File: config.mk
export PLATFORM = sky130hd
export DESIGN_NAME = multicycle_control
export DESIGN_NICKNAME = d
export VERILOG_FILES = /design/src/rtl/multicycle_control.sv
export SDC_FILE = /design/constraint.sdc
export NUM_CORES = 1
export LEC_CHECK = 0
export BUFFER_PORTS_ARGS = -buffer_cell sky130_fd_sc_hd__buf_2
export CORE_MARGIN = 2
export CORE_UTILIZATION = 49
export DETAILED_ROUTE_END_ITERATION = 16
export GPL_TIMING_DRIVEN = 0
export PLACE_DENSITY_LB_ADDON = 0.05
export SETUP_SLACK_MARGIN = 0.15
export SLEW_MARGIN = 25
export SYNTH_ARGS = -nofsm -noshare
export SYNTH_HDL_FRONTEND = slang
export SYNTH_SLANG_ARGS = --single-unit
File: constraint.sdc
create_clock -name clk -period 1.95 [get_ports clk]
set_input_delay 0.39 -clock clk [delete_from_list [all_inputs] [get_ports clk]]
set_output_delay 0.39 -clock clk [all_outputs]
set_load 0.1 [all_outputs]
File: src/rtl/multicycle_control.sv
// multicycle_control
//   Moore FSM control unit for the multicycle CPU. It decodes the opcode
//   held in IR[31:26] and sequences FETCH / DECODE / execute / memory /
//   writeback, driving every Datapath control input. It also provides
//   run/halt at instruction boundaries and a retired-instruction counter.
//
// Ports
//   clk, rst      rising-edge clock, synchronous active-high reset
//   run           1 = execute; sampled in IDLE and in each last state
//   opcode        IR[31:26], stable from DECODE to end of instruction
//   SelectIns     memory address mux (1 = PC, 0 = ALUOut)
//   IRWrite       instruction register load
//   PCWrite       unconditional PC write
//   BEQ           conditional PC write (gated by ALU zero in Datapath)
//   PCSrc         00 ALU result, 01 ALUOut, 10 jump target
//   RegWrite      register file write enable
//   RegDst        1 = rd, 0 = rt
//   MemtoReg      1 = memory data register, 0 = ALUOut
//   MemWrite      data memory write enable
//   ALUSrcA       0 = PC, 1 = register A
//   ALUSrcB       00 reg B, 01 const 1, 10 sign-ext imm, 11 branch offset
//   ALUOp         00 add, 01 sub, 10 funct-decoded
//   illegal       high in DECODE when the opcode is unrecognised
//   instr_done    high in the last cycle of every legal instruction
//   instr_count   retired legal instructions, wraps modulo 2^CNT_W
//   state_out     current state encoding (debug)

module multicycle_control #(
    parameter int unsigned CNT_W   = 16,
    parameter logic [5:0]  OP_R    = 6'b000000,
    parameter logic [5:0]  OP_ADDI = 6'b001000,
    parameter logic [5:0]  OP_LW   = 6'b100011,
    parameter logic [5:0]  OP_SW   = 6'b101011,
    parameter logic [5:0]  OP_BEQ  = 6'b000100,
    parameter logic [5:0]  OP_J    = 6'b000010
) (
    input  logic             clk,
    input  logic             rst,
    input  logic             run,
    input  logic [5:0]       opcode,
    output logic             SelectIns,
    output logic             IRWrite,
    output logic             PCWrite,
    output logic             BEQ,
    output logic [1:0]       PCSrc,
    output logic             RegWrite,
    output logic             RegDst,
    output logic             MemtoReg,
    output logic             MemWrite,
    output logic             ALUSrcA,
    output logic [1:0]       ALUSrcB,
    output logic [1:0]       ALUOp,
    output logic             illegal,
    output logic             instr_done,
    output logic [CNT_W-1:0] instr_count,
    output logic [3:0]       state_out
);

    localparam logic [3:0] S_IDLE     = 4'd0;
    localparam logic [3:0] S_FETCH    = 4'd1;
    localparam logic [3:0] S_DECODE   = 4'd2;
    localparam logic [3:0] S_MEM_ADDR = 4'd3;
    localparam logic [3:0] S_MEM_RD   = 4'd4;
    localparam logic [3:0] S_MEM_WB   = 4'd5;
    localparam logic [3:0] S_MEM_WR   = 4'd6;
    localparam logic [3:0] S_EXEC_R   = 4'd7;
    localparam logic [3:0] S_WB_R     = 4'd8;
    localparam logic [3:0] S_EXEC_I   = 4'd9;
    localparam logic [3:0] S_WB_I     = 4'd10;
    localparam logic [3:0] S_BRANCH   = 4'd11;
    localparam logic [3:0] S_JUMP     = 4'd12;

    logic [3:0]       state_q, state_d;
    logic [CNT_W-1:0] count_q, count_d;
    logic             legal_op_c;
    logic             last_c;

    assign legal_op_c = (opcode == OP_R)   || (opcode == OP_ADDI) ||
                        (opcode == OP_LW)  || (opcode == OP_SW)   ||
                        (opcode == OP_BEQ) || (opcode == OP_J);

    assign last_c = (state_q == S_MEM_WB) || (state_q == S_MEM_WR) ||
                    (state_q == S_WB_R)   || (state_q == S_WB_I)   ||
                    (state_q == S_BRANCH) || (state_q == S_JUMP);

    // State and retired-instruction counter registers.
    always_ff @(posedge clk) begin
        if (rst) begin
            state_q <= S_IDLE;
            count_q <= '0;
        end else begin
            state_q <= state_d;
            count_q <= count_d;
        end
    end

    // Next-state logic; counter steps on the edge leaving a last state.
    always_comb begin
        state_d = state_q;
        count_d = count_q;
        case (state_q)
            S_IDLE:   state_d = run ? S_FETCH : S_IDLE;
            S_FETCH:  state_d = S_DECODE;
            S_DECODE: begin
                if      (opcode == OP_R)                      state_d = S_EXEC_R;
                else if (opcode == OP_ADDI)                   state_d = S_EXEC_I;
                else if (opcode == OP_LW || opcode == OP_SW)  state_d = S_MEM_ADDR;
                else if (opcode == OP_BEQ)                    state_d = S_BRANCH;
                else if (opcode == OP_J)                      state_d = S_JUMP;
                else                                          state_d = S_FETCH;
            end
            S_MEM_ADDR: state_d = (opcode == OP_LW) ? S_MEM_RD : S_MEM_WR;
            S_MEM_RD:   state_d = S_MEM_WB;
            S_EXEC_R:   state_d = S_WB_R;
            S_EXEC_I:   state_d = S_WB_I;
            S_MEM_WB, S_MEM_WR, S_WB_R, S_WB_I, S_BRANCH, S_JUMP: begin
                state_d = run ? S_FETCH : S_IDLE;
                count_d = count_q + CNT_W'(1);
            end
            default:    state_d = S_IDLE;  // unused encodings recover to IDLE
        endcase
    end

    // Moore output decode; write strobes are suppressed while rst is high.
    always_comb begin
        SelectIns  = 1'b0;
        IRWrite    = 1'b0;
        PCWrite    = 1'b0;
        BEQ        = 1'b0;
        PCSrc      = 2'b00;
        RegWrite   = 1'b0;
        RegDst     = 1'b0;
        MemtoReg   = 1'b0;
        MemWrite   = 1'b0;
        ALUSrcA    = 1'b0;
        ALUSrcB    = 2'b00;
        ALUOp      = 2'b00;
        illegal    = 1'b0;
        instr_done = last_c;
        case (state_q)
            S_FETCH: begin
                SelectIns = 1'b1;
                IRWrite   = 1'b1;
                PCWrite   = 1'b1;
                ALUSrcB   = 2'b01;
            end
            S_DECODE: begin
                ALUSrcB = 2'b11;  // precompute branch target into ALUOut
                illegal = ~legal_op_c;
            end
            S_MEM_ADDR, S_EXEC_I: begin
                ALUSrcA = 1'b1;
                ALUSrcB = 2'b10;
            end
            S_MEM_WB: begin
                RegWrite = 1'b1;
                MemtoReg = 1'b1;
            end
            S_MEM_WR: MemWrite = 1'b1;
            S_EXEC_R: begin
                ALUSrcA = 1'b1;
                ALUOp   = 2'b10;
            end
            S_WB_R: begin
                RegWrite = 1'b1;
                RegDst   = 1'b1;
            end
            S_WB_I: RegWrite = 1'b1;
            S_BRANCH: begin
                ALUSrcA = 1'b1;
                ALUOp   = 2'b01;
                BEQ     = 1'b1;
                PCSrc   = 2'b01;
            end
            S_JUMP: begin
                PCWrite = 1'b1;
                PCSrc   = 2'b10;
            end
            default: ;
        endcase
        if (rst) begin
            RegWrite = 1'b0;
            MemWrite = 1'b0;
            PCWrite  = 1'b0;
            BEQ      = 1'b0;
            IRWrite  = 1'b0;
        end
    end

    assign instr_count = count_q;
    assign state_out   = state_q;

endmodule

==> results of run 1 <==
-- per-stage QoR --
step / TNS [ns] / worst slack (ns) / std cells
floorplan: -2.79 / -0.369 / 169
global placement: -0.589 / -0.192 / 243
detailed placement: -0.707 / -0.211 / 243
CTS: -1.42 / -0.330 / 268
-- what timing repair did --
item / 4_1_cts
hold endpoints to repair: 0
pin swaps: 10
setup buffers: 21
setup endpoints to repair: 17
gates resized for setup: 92
-- cell families after synthesis --
family | synth area share, %
AO/OA/AOI/OAI | 22.1
XOR/XNOR | 2.56
AND/OR/NAND/NOR | 33.3
adder cells (fa/ha/maj) | 1.71
flip-flops | 30.3
multiplexers | 2.56
buffers and inverters | 7.49
-- cells in the mapped netlist (2+ instances only) --
| cell | instances |
|---|---|
| nand2_1 | 9 |
| or3_1 | 8 |
| mux2i_1 | 2 |
| clkbuf_1 | 8 |
| o21a_1 | 3 |
| or4_1 | 9 |
| and4_1 | 3 |
| nor2b_1 | 2 |
| nand3b_1 | 2 |
| nand2b_1 | 5 |
| buf_4 | 3 |
| nand4_1 | 4 |
| nand3_1 | 7 |
| o21ai_0 | 8 |
| nor2_1 | 13 |
| a211oi_1 | 2 |
| inv_1 | 5 |
| nor3_1 | 7 |
| o21bai_1 | 2 |
| o31ai_1 | 7 |
| and3_1 | 2 |
| buf_6 | 2 |
| xor2_1 | 2 |
| a21oi_1 | 16 |
| dfxtp_1 | 20 |
==> run_results.csv, run 1 <==
group,metric,value,unit
floorplanning,ios,46,
yosys,synth_cell_types,43,
status,status,"aborted with a tool error",
yosys,synth_top_area_cell,"dfxtp_1",
yosys,yosysWarnings,0,
yosys,synth_edf_count,0,
floorplanning,die-height,55.9,µm
clocking,cts.sink_count,20,
yosys,synth_top_area_share,30.3,%
global_routing,grt_max_degree,12,
yosys,syn_area,1320,µm²
status,stop_stage,"global routing",
clocking,cts_hold_buf,0,
timing,repair-timing-grt-worst-ep,"illegal",
clocking,cts_buffer_depth,2,
place,dpl-instance-area,1880,µm²
floorplanning,start_util,52.3,%
yosys,async_flop_share,0,%
yosys,syn_inst,169,
yosys,synth-seq-cells,20,
place,io_buffer_count,44,
place,place_hpwl,2630,µm
clocking,cts_root_buf,"clkbuf_4",
floorplanning,die_w,55.9,µm
yosys,synth_ff_type,"dfxtp_1",
yosys,synth_area_leaders,"dfxtp_1 (30%), a21oi_1 (6.1%), or4_1 (5.1%)",
clocking,htreeDepth,1,
yosys,avgSynthCellArea,7.81,µm²
floorplanning,fp-row-count,18,
yosys,syn-num-nets,179,
status,error,"[ERROR DPL-0038] Utilization greater than 100%, impossible to legalize",
place,gp_congestion,0.778,
yosys,ys_seq_area_share,30.3,%
clocking,numCtsBuffers,3,
timing,worstEpCategory,"top-level output",
==> run 2: changes to the inputs <==
Settings changed: CORE_AREA set to 2 2 63 65, CORE_MARGIN 2 to unset, CORE_UTILIZATION 49 to unset, DIE_AREA set to 0 0 65 67, PLACE_DENSITY_LB_ADDON 0.05 to 0.15, SETUP_SLACK_MARGIN 0.15 to unset.
==> run_results.csv, run 2 <==
group,metric,value,unit
worst_setup_path,r2r-start,"state_out[1]",
layout,diodes,0,
place,dpl-instance-area,1880,µm²
yosys,synth-seq-cells,20,
clocking,clkLatencyLatePin,0.25,ns
clocking,cts_buffer_depth,2,
yosys,syn-num-nets,179,
drt,firstDrtPassIters,4,
place,gp_congestion,0.831,
place,io_buffer_count,44,
yosys,avgSynthCellArea,7.81,µm²
worst_setup_path,critPathArrivalTime,1.66,ns
worst_setup_path,cpPeakStageDelay,0.36,ns
layout,largest_reg_flops,16,
min_path,hold_depth,2,
layout,final_common_cell,"buf_2",
power_and_ir_drop,p_switching,0.348,mW
global_routing,grt_pass1_vias,1373,
flow_run,max_cap_viol_count,0,
power_and_ir_drop,power.leakage,0.833,nW
yosys,ys_seq_area_share,30.3,%
timing,skew,0.00236,ns
yosys,synth_edf_count,0,
yosys,synth_top_area_cell,"dfxtp_1",
clocking,cts_hold_buf,0,
global_routing,grt_pass1_wl,6340,µm
worst_setup_path,crit_chain,"nand2b_4 -> or3_4 -> or2_4 -> nor2b_4 -> buf_12",
yosys,synth.most_common_cell,"dfxtp_1",
floorplanning,coreArea,3610,µm²
timing,fmax,487,MHz
place,place_hpwl,2740,µm
clocking,cts_root_buf,"clkbuf_8",
worst_setup_path,reg2reg_depth,7,
min_path,worstHoldStart,"instr_count[15]",
power_and_ir_drop,p_per_area,467,nW/µm²
yosys,synth_ff_type,"dfxtp_1",
yosys,synth_commonest_cells,"dfxtp_1 (20), a21oi_1 (16), nor2_1 (13)",
worst_setup_path,cp.required,1.56,ns
timing,setup_viol,1,
global_routing,use_met2,30.9,%
status,status,"finished with violations",
yosys,synth_cell_types,43,
global_routing,gr-usage-met1,24.6,%
yosys,synth_area_leaders,"dfxtp_1 (30%), a21oi_1 (6.1%), or4_1 (5.1%)",
power_and_ir_drop,p_seq_share,41.3,%
power_and_ir_drop,pwr-share-comb,31.9,%
drt,antenna_left,0,
worst_setup_path,ff2ff_setup_slack,0.11,ns
drt,first_iter_violations,82,
timing,maxSlewHeadroom,63.5,%
drt,wl_per_cell,13.9,µm
global_routing,antenna_found_initial,0,
yosys,synth_top_area_share,30.3,%
worst_setup_path,worstSetupPathType,"register to output port",
timing,min_period,2.05,ns
clocking,cts_tree,"built",
drt,vias,1486,
layout,area_delta_synth_final,65.8,%
global_routing,grt_overflow,0,
timing,drv_slew,0,
power_and_ir_drop,p_sw_share,34.1,%
worst_setup_path,path_max_fanout,5,
global_routing,grt.busiest_layer,"met2",
min_path,hold_path_class,"register to register",
global_routing,grt_use_total,18.4,%
yosys,async_flop_share,0,%
power_and_ir_drop,internal-power,0.674,mW
timing,finalWorstSetupSlack,-0.103,ns
status,violations,"negative setup slack",
clocking,htreeDepth,1,
layout,design_area,2190,µm²
floorplanning,start_util,36.6,%
power_and_ir_drop,vdd_drop_max,0.000276,V
worst_setup_path,crit_slowest_cell,"dfxtp_4",
timing,timing.final.crit_share,105,%
yosys,syn_area,1320,µm²
layout,nets,241,
floorplanning,ios,46,
layout,fillerInstances,343,
floorplanning,fp-row-count,22,
clocking,path_clk_slew,0.07,ns
timing,rsz0062_at_grt,"yes",
drt,drt-total-wl,3870,µm
floorplanning,die-area,4360,µm²
clocking,cts.sink_count,20,
drt,drc,0,
clocking,numCtsBuffers,3,
global_routing,grt_max_degree,12,
global_routing,gr-usage-met3,3.55,%
worst_setup_path,cp-end-kind,"output port",
min_path,hold_end,"instr_count[15]",
timing,final_hold_viol_count,0,
place,dp_slack,-0.208,ns
drt,via_per_inst,5.35,
timing,tightest_slew,0.547,ns
yosys,syn_inst,169,
yosys,yosysWarnings,0,
worst_setup_path,start_kind,"register",
floorplanning,die-height,67,µm
layout,drive_gt1_share,52.6,%
layout,layout_common_cells,"buf_2 (29), buf_4 (18), a21oi_1 (15), dfxtp_2 (14), or4_1 (9)",
floorplanning,die_w,65,µm
worst_setup_path,rr_endpoint,"instr_count[14]",
power_and_ir_drop,p_clk_share,26.8,%
-- run 2: cell counts after synthesis --
Identical to the previous run, type by type.
-- run 2: layer usage --
layer	part of all wire, %	vias up
li1	-	749
met1	46	706
met2	50	29
met3	3.5	2
met4	0.34	0
met5	0	-
-- run 2: power groups by stage --
stage	Sequential, mW	Combinational [mW]	Clock, mW
final	0.422	0.326	0.274
after global routing	0.423	0.341	0.298
after CTS	0.417	0.318	0.283
after detailed placement	0.423	0.287	0
after global placement	0.423	0.283	0
after floorplan	0.453	0.212	0
-- run 2: cell type report --
cell class	instances	area [µm²]	area share, %
Multi-Input combinational cell	130	1010	46.1
Buffer	10	118	5.37
Clock buffer	4	45.0	2.06
Timing Repair Buffer	61	498	22.8
Inverter	5	26.3	1.20
Sequential cell	20	433	19.8
Tap cell	48	60.1	2.74
-- run 2: worst max-delay path: cells and delay by family, from the launching register on --
kind / cells / cell delay, ns
buf+inv: 1 / 0.18
flops: 1 / 0.36
simple gates: 4 / 0.87
-- run 2: how the worst max path moves through the flow --
stage / startpoint / endpoint / cells past startpoint
final: state_out[2] / illegal / 5
after detailed placement: opcode[5] / illegal / 6
after global placement: state_out[2] / illegal / 6
after global routing: opcode[5] / illegal / 6
after CTS: state_out[2] / illegal / 5
after floorplan: state_out[3] / RegWrite / 5
-- run 2: logic make-up after synthesis --
group | synth area share (%)
AO/OA/AOI/OAI | 22.1
AND/OR/NAND/NOR | 33.3
XOR/XNOR | 2.56
multiplexers | 2.56
buffers and inverters | 7.49
flip-flops | 30.3
adder cells (fa/ha/maj) | 1.71
-- run 2: what timing repair did --
item | 4_1_cts | 5_1_grt
setup buffers | 12 | 5
resized for setup | 35 | 19
pin swaps | 3 | 5
endpoints found under the setup margin | 15 | 14
-- run 2: stage by stage --
stage	utilization [%]	hold WS [ns]	setup TNS [ns]	power (mW)	cells
after floorplan	-	0.619	-2.64	0.665	169
after global placement	52.2	0.458	-0.691	0.706	261
after detailed placement	52.2	0.469	-0.734	0.710	261
after CTS	58.3	0.479	-0.175	1.02	274
after global routing	60.7	0.506	-0.213	1.06	278
final	60.7	0.482	-0.103	1.02	278
Power figures use the tool's default switching activity.
==> run 3: changes to the inputs <==
Settings changed: ABC_AREA set to 1, CORE_AREA 2 2 63 65 to unset, CORE_MARGIN set to 2, CORE_UTILIZATION set to 40, DIE_AREA 0 0 65 67 to unset.
==> run_results.csv, run 3 <==
group,metric,value,unit
layout,layout_common_cells,"nand2_1 (77), nor2_1 (31), buf_2 (28), inv_1 (24), a21oi_1 (18)",
yosys,synth_top_area_cell,"dfxtp_1",
floorplanning,coreArea,3420,µm²
yosys,synthMuxAreaShare,0,%
global_routing,use_met2,32.6,%
global_routing,antenna_found_initial,0,
worst_setup_path,cpPeakStageDelay,0.41,ns
clocking,cts_root_buf,"clkbuf_4",
global_routing,grt_max_degree,19,
worst_setup_path,path_max_fanout,5,
global_routing,grt_pass1_wl,6610,µm
layout,largest_reg_flops,16,
timing,skew,0.0104,ns
floorplanning,ios,46,
yosys,synth_edf_count,0,
global_routing,gr-usage-met3,2.99,%
layout,register_area,420,µm²
clocking,cts.sink_count,20,
worst_setup_path,cp_common_cell,"nor2_4",
power_and_ir_drop,p_per_area,531,nW/µm²
yosys,syn-num-nets,257,
worst_setup_path,cp-end-kind,"output port",
timing,final_hold_viol_count,0,
global_routing,grt.busiest_layer,"met2",
global_routing,grt_use_total,20.1,%
place,io_buffer_count,45,
layout,area_delta_synth_final,41.1,%
timing,drv_slew,0,
yosys,synth_cell_types,23,
clocking,clkLatencyLatePin,0.31,ns
floorplanning,die-height,64.1,µm
power_and_ir_drop,vdd_drop_max,0.000352,V
drt,first_iter_violations,100,
drt,wl_per_cell,11.1,µm
global_routing,grt_overflow,0,
yosys,synth_area_leaders,"dfxtp_1 (28%), nand2_1 (21%), nor2_1 (11%)",
floorplanning,die_w,64.1,µm
worst_setup_path,critPathArrivalTime,1.55,ns
floorplanning,die-area,4110,µm²
layout,nets,307,
layout,multi_input_area,976,µm²
yosys,syn_inst,247,
clocking,path_clk_slew,0.13,ns
yosys,syn_area,1450,µm²
place,place_hpwl,2860,µm
place,dp.cells,338,
layout,fillerInstances,338,
timing,min_period,1.94,ns
power_and_ir_drop,power.leakage,0.972,nW
place,gp_congestion,0.877,
worst_setup_path,crit_slowest_cell,"dfxtp_4",
clocking,numCtsBuffers,3,
drt,firstDrtPassIters,6,
drt,drt-total-wl,3790,µm
global_routing,grt_pass1_vias,1510,
yosys,avgSynthCellArea,5.85,µm²
timing,tightest_slew,0.489,ns
yosys,async_flop_share,0,%
yosys,synth-xor-area-share,2.42,%
drt,vias,1666,
drt,via_per_inst,4.87,
yosys,synth_top_area_share,27.7,%
timing,fmax,516,MHz
timing,timing.final.crit_share,99.4,%
global_routing,gr-usage-met1,27.9,%
yosys,yosysWarnings,0,
clocking,cts_buffer_depth,2,
power_and_ir_drop,power.total,1.08,mW
layout,layout.cells.non_filler,342,
yosys,synth_top_family_by_area,"simple AND/OR/NAND/NOR gates",
yosys,synthSimpleGateAreaFrac,47.4,%
worst_setup_path,start_kind,"register",
timing,rsz0062_at_grt,"yes",
layout,drive_gt1_share,33.8,%
status,status,"finished, final reports clean",
drt,antenna_left,0,
yosys,ys_seq_area_share,27.7,%
worst_setup_path,cp.required,1.56,ns
yosys,synth-seq-cells,20,
worst_setup_path,worstSetupPathType,"register to output port",
layout,final_common_cell,"nand2_1",
worst_setup_path,crit_chain,"inv_2 -> nor2_4 -> nand2_4 -> inv_4 -> nand4_1 -> nor2_4 -> buf_12",
yosys,synth_ff_type,"dfxtp_1",
min_path,hold_path_class,"input port to register",
yosys,synth_commonest_cells,"nand2_1 (80), nor2_1 (41), inv_1 (31)",
clocking,cts_tree,"built",
timing,setup_viol,0,
floorplanning,start_util,42.3,%
yosys,synth.most_common_cell,"nand2_1",
timing,maxSlewHeadroom,67.6,%
drt,drc,0,
flow_run,max_cap_viol_count,0,
yosys,synth_compound_area_share,9.52,%
floorplanning,fp-row-count,21,
layout,diodes,0,
clocking,htreeDepth,1,
yosys,synth_adder_area_share,0.866,%
## run 3: cell types whose count changed after synthesis, sizes merged, moves of 7 or more
| cell | change |
|---|---|
| nand2 | +77 |
| nor2 | +31 |
| inv | +29 |
| nand3 | +11 |
| or3 | -9 |
| or4 | -9 |
| o31ai | -7 |
## run 3: area by class of cell
type	instances	share of cell area, %
multi-input cells	188	47.9
repair buffers	47	17.2
plain buffers	3	1.90
inverters	34	7.06
clock inverters	1	1.47
well taps	46	2.82
clock buffers	3	1.10
flip-flops and latches	20	20.6
## run 3: cell families (layout without fill, tap and decap cells)
logic type	Yosys count	in the layout
simple gates	157	157
compound gates	26	26
fa+ha+maj	1	1
buf+inv	39	88
xor+xnor	4	4
flops	20	20
## run 3: per-stage QoR
step / hold slack (ns) / instance area (µm²) / utilization, % / setup slack (ns) / setup TNS [ns]
2_1_floorplan: 0.571 / 1570 / - / -0.450 / -1.41
3_3_place_gp: 0.480 / 1850 / 54.2 / -0.465 / -2.40
3_5_place_dp: 0.487 / 1850 / 54.2 / -0.449 / -2.36
4_1_cts: 0.371 / 1970 / 57.7 / -0.0168 / -0.0168
5_1_grt: 0.399 / 2040 / 59.7 / -0.0730 / -0.203
6_report: 0.372 / 2040 / 59.7 / 0.0118 / 0
## run 3: critical path, delay by kind of cell, from the launching register on
kind,cells,cell delay [ns]
simple gates,4,0.53
flops,1,0.41
buf+inv,3,0.30
## run 3: routing by layer
metal  vias to the layer above  share of wire, %
li1                        872                 -
met2                        36                47
met4                         0              0.50
met5                         -                 0
met3                         2               4.1
met1                       756                49
## run 3: final timing paths
check             cells past startpoint  slack [ns]              end       startpoint
setup / recovery                      7        0.01          illegal     state_out[1]
hold / removal                        5        0.37     state_out[0]              run
setup reg to reg                      9        0.46  instr_count[10]     state_out[2]
hold reg to reg                       2        0.51  instr_count[15]  instr_count[15]
## run 3: power by group
| part | internal, mW | leakage [nW] | total (mW) | switching, mW |
|---|---|---|---|---|
| combinational | 0.0807 | 0.778 | 0.315 | 0.234 |
| clock | 0.208 | 0.0279 | 0.344 | 0.136 |
| sequential | 0.412 | 0.166 | 0.425 | 0.0126 |
## run 3: timing repair
action	in CTS	in global routing
hold buffers	0	0
hold endpoints to repair	0	0
setup endpoints to repair	13	14
gates resized for setup	27	19
cloned	0	0
pin swaps	5	3
buffers inserted	1	1
==> run 4: changes to the inputs <==
==> constraint.sdc (replaced) <==
create_clock -name clk -period 1.95 [get_ports clk]
set_input_delay 0.39 -clock clk [delete_from_list [all_inputs] [get_ports clk]]
set_output_delay 0.39 -clock clk [all_outputs]
set_load 0.005 [all_outputs]
==> run_results.csv, run 4 (synthesis results as in run 3) <==
group,metric,value,unit
floorplanning,start_util,42.3,%
layout,diodes,0,
layout,design_area,1830,µm²
layout,drive_gt1_share,28.0,%
worst_setup_path,worstSetupPathType,"register to output port",
floorplanning,die-height,64.1,µm
drt,firstDrtPassIters,4,
worst_setup_path,cp-end-kind,"output port",
timing,tightest_slew,0.527,ns
layout,nets,311,
layout,fillerInstances,379,
place,io_buffer_count,45,
floorplanning,coreArea,3420,µm²
floorplanning,die-area,4110,µm²
layout,area_delta_synth_final,26.5,%
power_and_ir_drop,power.leakage,0.967,nW
drt,antenna_left,0,
clocking,path_clk_slew,0.12,ns
drt,via_per_inst,4.84,
min_path,hold_path_class,"input port to register",
floorplanning,die_w,64.1,µm
worst_setup_path,path_max_fanout,5,
global_routing,grt_overflow,0,
worst_setup_path,path_buf_inv,3,
layout,register_area,415,µm²
worst_setup_path,crit_slowest_cell,"dfxtp_4",
timing,drv_slew,0,
floorplanning,fp-row-count,21,
clocking,clkLatencyLatePin,0.31,ns
clocking,numCtsBuffers,3,
timing,min_period,1.85,ns
status,status,"finished, final reports clean",
timing,hold_slack,0.366,ns
worst_setup_path,cpPeakStageDelay,0.42,ns
worst_setup_path,cp.required,1.56,ns
power_and_ir_drop,vdd_drop_max,0.000398,V
clocking,htreeDepth,1,
layout,layout_common_cells,"nand2_1 (79), buf_2 (45), nor2_1 (36), inv_1 (29), a21oi_1 (20)",
drt,drt-total-wl,3680,µm
worst_setup_path,critPathArrivalTime,1.46,ns
layout,fin_util,53.5,%
global_routing,antenna_found_initial,0,
layout,multi_input_area,896,µm²
place,place_hpwl,2860,µm
power_and_ir_drop,power.total,0.793,mW
timing,maxSlewHeadroom,64.8,%
worst_setup_path,start_kind,"register",
timing,fmax,541,MHz
drt,first_iter_violations,88,
place,gp_congestion,0.842,
global_routing,grt_pass1_vias,1448,
timing,finalWorstSetupSlack,0.0999,ns
layout,largest_reg_flops,16,
worst_setup_path,cp_top_family,"simple AND/OR/NAND/NOR gates",
clocking,cts.sink_count,20,
worst_setup_path,ff2ff_setup_slack,0.34,ns
timing,setup_viol,0,
worst_setup_path,crit_chain,"inv_1 -> nor2_2 -> nand2_1 -> inv_2 -> nand4_1 -> nor2_1 -> buf_2",
clocking,cts_root_buf,"clkbuf_4",
layout,final_common_cell,"nand2_1",
floorplanning,ios,46,
place,dpl-instance-area,1730,µm²
power_and_ir_drop,p_per_area,434,nW/µm²
drt,drc,0,
flow_run,max_cap_viol_count,0,
timing,final_hold_viol_count,0,
timing,skew,0.00487,ns
clocking,cts_buffer_depth,2,
clocking,cts_hold_buf,0,
global_routing,grt_pass1_wl,6270,µm
timing,timing.final.crit_share,94.9,%
global_routing,grt_max_degree,12,
place,dp_slack,0.00463,ns
clocking,cts_tree,"built",
drt,vias,1675,
global_routing,grt_use_total,18.9,%
drt,wl_per_cell,10.6,µm
run 4: cell types whose count changed in the layout (fill, tap and decap cells not counted), sizes merged:
cell      change
buf           +8
bufinv        -1
clkbuf        -3
clkinvlp      -1
inv           +1
run 4: timing repair:
action / 4_1_cts / 5_1_grt
endpoints found under the setup margin: 5 / 3
gates resized for setup: 9 / 10
pin swaps: 1 / 2
buffers inserted: 1 / 4
endpoints found under the hold margin: 0 / 0
run 4: routing by layer:
| layer | wire, µm | part of all wire (%) | vias up | global-route usage, % |
|---|---|---|---|---|
| met4 | 17 | 0.46 | 0 | 5.05 |
| met5 | 0 | 0 | - | 0 |
| met2 | 1550 | 42 | 43 | 29.2 |
| met3 | 189 | 5.1 | 2 | 3.87 |
| li1 | - | - | 884 | - |
| met1 | 1920 | 52 | 746 | 26.8 |
run 4: stage by stage:
stage          std cells  setup TNS, ns
2_1_floorplan        247              0
4_1_cts              343              0
3_5_place_dp         338              0
5_1_grt              346       -0.00618
3_3_place_gp         338              0
6_report             346              0
run 4: worst paths after layout:
kind / startpoint / to / depth (start not counted)
worst max-delay path: state_out[1] / illegal / 7
worst min-delay path: run / state_out[0] / 5
worst max register to register: instr_count[0] / instr_count[8] / 7
worst min register to register: instr_count[15] / instr_count[15] / 2
run 4: area by class of cell:
class                   instances  share of cell area (%)
multi-input cells             188                    49.0
flip-flops and latches         20                    22.7
repair buffers                 50                    14.4
inverters                      34                    7.26
well taps                      46                    3.15
clock buffers                   4                    1.98
plain buffers                   4                    1.51
run 4: worst register-to-register path, stage by stage (launching register included):
cell     delay [ns]
dfxtp_1        0.45
ha_1           0.29
inv_1          0.06
nor2_1         0.32
nand2_1        0.12
xnor2_1        0.14
nand2_1        0.08
a21oi_2        0.10
run 4: report_power, final:
| part | internal, mW | switching (mW) |
|---|---|---|
| Sequential | 0.412 | 0.0126 |
| Clock | 0.114 | 0.135 |
| Combinational | 0.0467 | 0.0718 |
